### src/rtl/encoder_position_counter.sv
// Bounded position counter fed by the rotary-encoder direction FSM.
// Step levels are resynchronised, edge-detected, rate-limited by a holdoff window and counted.
module encoder_position_counter #(
   parameter int WIDTH    = 8,
   parameter int MIN_VAL  = 0,
   parameter int MAX_VAL  = 99,
   parameter int INIT_VAL = 0,
   parameter bit WRAP     = 1'b1,
   parameter int HOLDOFF  = 1000
) (
   input  logic             clk,
   input  logic             rst,
   input  logic             step_cw,
   input  logic             step_ccw,
   input  logic             load,
   input  logic [WIDTH-1:0] load_value,
   output logic [WIDTH-1:0] position,
   output logic             dir,
   output logic             step_pulse,
   output logic             wrap_pulse,
   output logic             limit_pulse,
   output logic             conflict_pulse,
   output logic             at_min,
   output logic             at_max
);

   localparam int CNT_W = (HOLDOFF > 1) ? $clog2(HOLDOFF) : 1;
   localparam logic [WIDTH-1:0] MIN_P  = WIDTH'(MIN_VAL);
   localparam logic [WIDTH-1:0] MAX_P  = WIDTH'(MAX_VAL);
   localparam logic [WIDTH-1:0] INIT_P = WIDTH'(INIT_VAL);
   localparam logic [WIDTH-1:0] ONE_P  = WIDTH'(1);
   localparam logic [CNT_W-1:0] HOLD_LOAD = CNT_W'(HOLDOFF - 1);
   localparam logic [CNT_W-1:0] ONE_C  = CNT_W'(1);

   typedef enum logic {READY, HOLD} state_t;

   state_t           state, state_next;
   logic [CNT_W-1:0] count, count_next;
   logic [WIDTH-1:0] position_next;
   logic             dir_next;
   logic             step_next, wrap_next, limit_next, conflict_next;

   logic cw_sync1, cw_sync2, cw_hist;
   logic ccw_sync1, ccw_sync2, ccw_hist;
   logic cw_edge, ccw_edge;

   // Two-flop synchronisers plus a history flop so a held level yields one edge.
   always_ff @(posedge clk) begin
      if (rst) begin
         cw_sync1  <= 1'b0;
         cw_sync2  <= 1'b0;
         cw_hist   <= 1'b0;
         ccw_sync1 <= 1'b0;
         ccw_sync2 <= 1'b0;
         ccw_hist  <= 1'b0;
      end else begin
         cw_sync1  <= step_cw;
         cw_sync2  <= cw_sync1;
         cw_hist   <= cw_sync2;
         ccw_sync1 <= step_ccw;
         ccw_sync2 <= ccw_sync1;
         ccw_hist  <= ccw_sync2;
      end
   end

   assign cw_edge  = cw_sync2 & ~cw_hist;
   assign ccw_edge = ccw_sync2 & ~ccw_hist;

   always_ff @(posedge clk) begin
      if (rst) begin
         state          <= READY;
         count          <= '0;
         position       <= INIT_P;
         dir            <= 1'b0;
         step_pulse     <= 1'b0;
         wrap_pulse     <= 1'b0;
         limit_pulse    <= 1'b0;
         conflict_pulse <= 1'b0;
      end else begin
         state          <= state_next;
         count          <= count_next;
         position       <= position_next;
         dir            <= dir_next;
         step_pulse     <= step_next;
         wrap_pulse     <= wrap_next;
         limit_pulse    <= limit_next;
         conflict_pulse <= conflict_next;
      end
   end

   // Load swallows any coincident edge; otherwise READY accepts one step and arms the holdoff.
   always_comb begin
      state_next    = state;
      count_next    = count;
      position_next = position;
      dir_next      = dir;
      step_next     = 1'b0;
      wrap_next     = 1'b0;
      limit_next    = 1'b0;
      conflict_next = 1'b0;
      if (load) begin
         state_next = READY;
         count_next = '0;
         if (int'(load_value) < MIN_VAL)
            position_next = MIN_P;
         else if (load_value > MAX_P)
            position_next = MAX_P;
         else
            position_next = load_value;
      end else begin
         case (state)
            READY: begin
               if (cw_edge && ccw_edge) begin
                  conflict_next = 1'b1;
               end else if (cw_edge || ccw_edge) begin
                  step_next  = 1'b1;
                  dir_next   = cw_edge;
                  state_next = HOLD;
                  count_next = HOLD_LOAD;
                  if (cw_edge) begin
                     if (position == MAX_P) begin
                        if (WRAP) begin
                           position_next = MIN_P;
                           wrap_next     = 1'b1;
                        end else begin
                           limit_next = 1'b1;
                        end
                     end else begin
                        position_next = position + ONE_P;
                     end
                  end else begin
                     if (position == MIN_P) begin
                        if (WRAP) begin
                           position_next = MAX_P;
                           wrap_next     = 1'b1;
                        end else begin
                           limit_next = 1'b1;
                        end
                     end else begin
                        position_next = position - ONE_P;
                     end
                  end
               end
            end
            HOLD: begin
               if (count == '0)
                  state_next = READY;
               else
                  count_next = count - ONE_C;
            end
            default: state_next = READY;
         endcase
      end
   end

   assign at_min = (position == MIN_P);
   assign at_max = (position == MAX_P);

endmodule

### config.mk
export PLATFORM = sky130hd
export DESIGN_NAME = encoder_position_counter
export DESIGN_NICKNAME = d
export VERILOG_FILES = /design/src/rtl/encoder_position_counter.sv
export SDC_FILE = /design/constraint.sdc
export NUM_CORES = 1
export LEC_CHECK = 0
export ABC_AREA = 1
export CAP_MARGIN = 25
export CORE_UTILIZATION = 55
export DETAILED_ROUTE_END_ITERATION = 8
export DONT_BUFFER_PORTS = 1
export GPL_TIMING_DRIVEN = 0
export PLACE_DENSITY = 0.73
export SLEW_MARGIN = 10
export SYNTH_ARGS = -nofsm -noshare
export SYNTH_HDL_FRONTEND = slang
export SYNTH_SLANG_ARGS = --single-unit
### constraint.sdc
create_clock -name clk -period 2 [get_ports clk]
set_clock_uncertainty 0.2 [all_clocks]
set_input_delay 0.4 -clock clk [delete_from_list [all_inputs] [get_ports clk]]
set_output_delay 0.4 -clock clk [all_outputs]
set_load 0.01 [all_outputs]
# Word level (Yosys, flattened, before mapping)

Index checks and enable logic that the tools add are counted.

Add/sub/neg operators: 3
$lt $le $gt $ge: 1
Equality and inequality tests: 6
Multiplexer cells: 20
Bitwise operators: 8
Reductions and logical operators: 11

Operators with widths:

| cell                    | number |
|---|---|
| $mux W8                 | 8 |
| $mux W10                | 3 |
| $pmux W10 S2            | 1 |
| $logic_not A10 Y1       | 1 |
| $ne A2 B2 Y1 const B    | 5 |
| $sub A10 B1 Y10 const B | 1 |
| $add A8 B1 Y8 const B   | 1 |
| $eq A8 B7 Y1 const B    | 1 |
| $gt A8 B7 Y1 const B    | 1 |
| $logic_not A8 Y1        | 1 |
| $sub A8 B1 Y8 const B   | 1 |
| $mux W1                 | 7 |
| $not A1 Y1              | 6 |
| $reduce_and A3 Y1       | 2 |
| $reduce_or A5 Y1        | 1 |
| $reduce_and A4 Y1       | 1 |
| $reduce_or A3 Y1        | 1 |
| $and A1 B1 Y1           | 2 |
| $pmux W1 S2             | 1 |
| $reduce_bool A2 Y1      | 1 |
| $reduce_or A2 Y1        | 1 |
| $logic_and A1 B1 Y1     | 1 |
| $logic_or A1 B1 Y1      | 1 |

Register bits after elaboration: 29
Input bits: 13
Output and inout bits: 15
Logic and storage cells: 62

# Logic depth before layout (Yosys ltp)

Depth after elaboration: 7
Gate-level depth with buffers: 13
Depth with buffers taken out: 12

# Worst setup path before layout

OpenSTA, ideal clock, no wires.

Path kind: register to register
Start: register cw_sync2
End: register count[2]
Library setup time: 0.132 ns
Data arrival time: 1.510 ns
Required time: 1.668 ns
Slack: 0.158 ns
Cell stages (with the launch flop): 11
Buffers on the path: 2
Clock period less this slack: 1.842 ns
Cell sequence: dfxtp_1 -> inv_2 -> nor2_4 -> inv_1 -> buf_2 -> ha_1 -> nor3_4 -> inv_1 -> buf_2 -> nand3_1 -> a21oi_1

Word-level cells in the longest chain between the ends: 4
Elaborated cells on any way between the ends: 6
Classes of those cells: 2 x eq/ne; 1 x bitwise; 3 x reduce/logical

Ends and longest elaborated chain:

| item                                                             | RTL line | RTL |
|---|---|---|
| from (decl)                                                      | 43       | `logic cw_sync1, cw_sync2, cw_hist;` |
| from (signal assigned)                                           | 58       | `cw_sync2 <= cw_sync1;` |
| $and A1 B1 Y1 (*)                                                | 66       | `assign cw_edge = cw_sync2 & ~cw_hist;` |
| named net cw_edge                                                | 45       | `logic cw_edge, ccw_edge;` |
| $logic_or A1 B1 Y1 / $logic_and A1 B1 Y1 (equally long branches) | 115, 113 |  |
| $ne A2 B2 Y1 (no line)                                           | --       |  |
| $reduce_and A3 Y1 (no line) (*)                                  | --       |  |
| to (signal assigned)                                             | 81       | `count <= count_next;` |
| to (decl)                                                        | 38       | `logic [CNT_W-1:0] count, count_next;` |

The timed path passes the listed nets; every way through them passes the cells marked *.
A chain may end at the register's enable or synchronous reset.

# Worst setup path after layout

Start: register position[2]
End: output port at_min

Word-level cells in the longest chain between the ends: 1

Ends and longest elaborated chain:

| item                   | RTL line | RTL |
|---|---|---|
| from (decl)            | 17       | `output logic [WIDTH-1:0] position,` |
| from (signal assigned) | 82       | `position <= position_next;` |
| $logic_not A8 Y1       | 156      | `assign at_min = (position == MIN_P);` |
| to (decl)              | 23       | `output logic at_min,` |

No other way between the ends.

==> flow_summary.toml <==
[placement]
place_inst = 337
dp_hpwl_mm = 3.13
placed_cell_area_um2 = 1910
place_congestion = 0.860
io_buffer_count = 0
pre_cts_slack_ns = -0.133

[logic_synthesis]
synth-xor-area-share_pct = 1.89
ys_types = 30
synthCells = 293
yosys_warnings = 0
ys_seq_elements = 29
synth_compound_area_share_pct = 8.24
synth_area_um2 = 1850
synth_simple_gate_area_share_pct = 42.2
synth-adder-area-share_pct = 4.05
synth.avg_cell_area_um2 = 6.32
yosysSeqAreaShare_pct = 31.4
synth_top_family_by_area = "simple AND/OR/NAND/NOR gates"
syn_nets = 312
muxShareOfSynthArea_pct = 0

[clock_network]
numCtsBuffers = 5
cts_sinks = 29
clkTransAtPathRegs_ns = 0.10
insertion_delay_ns = 0.33
clockRootBuffer = "clkbuf_4"
cts_tree = "built"
h-tree-depth = 2
cts_buffer_depth = 2

[global_routing]
grt_pass1_vias = 1536
grt_max_degree = 13
antenna_found_initial = 0
grt_use_total_pct = 25.7
grt_pass1_wl_mm = 6.89
overflow = 0

[cells_and_area]
fin_area_um2 = 2030
layout_commonest_cell = "nand2_1"
layout.nets = 324
final_cell_mix = "nand2_1, nor2_1, inv_1, nand3_1, dfxtp_1"
regArea_um2 = 583
diodes = 0
final_core_util_pct = 65.0
fillers = 301
syn_to_final_growth_pct = 9.73
fin_cells = 350
drive_above_1_share_pct = 13.1
multi_input_area_um2 = 1070

[critical_path]
cp_max_fo = 8
criticalPathCategory = "reg -> out"
startpoint_type = "flip-flop"
end_kind = "primary output"
critical_path_arrival_ns = 1.33
required_ns = 1.40

[sta]
hold_viol = 0
post-route-min-period_ns = 1.93
setup-violations-final = 0
final_max_slew_viol_count = 0
max_freq_mhz = 518
period_share_pct = 96.5
setup_ws_ns = 0.0704
fin_tns_setup_ns = 0
hold_slack_ns = 0.0659

[floorplan]
core_um2 = 3130
num_rows = 20
die-height_um = 60.0
die-width_um = 60.0
dieArea_um2 = 3600
initial_core_util_pct = 59.2
io_pins = 28

[drt]
post-route-drc-count = 0
routed_via_density = 5.07
final_antenna_net_count = 0
vias = 1776
wl_per_cell_um = 12.1
first_pass_iters = 4
drt_iter0_drc = 221
wl_mm = 4.25

[worst_hold_path]
hold_path.class = "in -> reg"

[run]
maxCapViolations = 0

[power]
power_leakage_nw = 0.975
p_per_area_nw_per_um2 = 649
irDropWorstVdd_v = 0.000424
total_power_mw = 1.32

[outcome]
outcome = "finished, final reports clean"
path summary, 6_finish.rpt:
check | cells after the start | endpoint | start | slack, ns
setup / recovery | 4 | at_min | position[2] | 0.07
hold / removal | 2 | position[0] | load | 0.07
setup reg to reg | 8 | wrap_pulse | cw_sync2 | 0.10
hold reg to reg | 2 | cw_sync2 | cw_sync1 | 0.22
routing by layer:
layer | wire, um | global-route usage (%)
met1 | 2170 | 39.3
met2 | 1750 | 34.3
met3 | 292 | 6.93
met4 | 38 | 7.97
met5 | 0 | 0
cells by family (layout without fill, tap and decap cells):
group / count (synthesis) / in the layout
simple gates: 172 / 172
buf+inv: 51 / 64
compound gates: 30 / 30
flops: 29 / 29
fa+ha+maj: 6 / 6
xor+xnor: 4 / 4
other cells: 1 / 1
power breakdown:
part / leakage [nW] / switching, mW / internal, mW / total, mW
registers: 0.238 / 0.0444 / 0.608 / 0.652
logic: 0.705 / 0.208 / 0.121 / 0.328
clock network: 0.0320 / 0.205 / 0.134 / 0.339
critical path, cell delays in order, from the launching register on:
cell and delay, ns:
dfxtp_1 0.35, buf_4 0.19, nor2_4 0.13, nand2_1 0.12, nor2_4 0.21
final cells by class:
type / instances / share of cell area, %
plain buffers: 7 / 3.02
clock buffers: 6 / 2.03
clock inverters: 2 / 0.493
inverters: 43 / 8.13
multi-input cells: 213 / 52.5
flip-flops and latches: 29 / 28.7
well taps: 44 / 2.71
repair buffers: 6 / 2.46
cell usage after synthesis (all sizes together):
| cell type | instances | share of area [%] |
|---|---|---|
| a21oi | 14 | 3.8 |
| a31oi | 1 | 0.34 |
| and2 | 1 | 0.47 |
| buf | 6 | 2.9 |
| clkbuf | 2 | 0.41 |
| conb | 1 | 0.20 |
| dfxtp | 29 | 31 |
| ha | 6 | 4.1 |
| inv | 43 | 8.7 |
| nand2 | 75 | 16 |
| nand3 | 41 | 12 |
| nand3b | 1 | 0.41 |
| nand4 | 1 | 0.34 |
| nor2 | 48 | 11 |
| nor3 | 2 | 1.1 |
| o21ai | 14 | 3.8 |
| o22ai | 1 | 0.34 |
| or2 | 3 | 1.0 |
| xor2 | 4 | 1.9 |
what timing repair did:
item,4_1_cts,5_1_grt
hold endpoints to repair,2,0
resized for setup,7,4
pin swaps,3,4
gates cloned,0,0
hold buffers,2,0
endpoints found under the setup margin,20,15
setup buffers,3,1
flip-flops by register name, summed over array words and instances, names as in the netlist:
register and count:
state 1, ccw_hist 1, ccw_sync1 1, conflict_pulse 1, step_pulse 1, position 8, cw_hist 1, cw_sync1 1
cw_sync2 1, dir 1, ccw_sync2 1, count 10, wrap_pulse 1
Note: power is estimated with default switching activity, not from simulation.
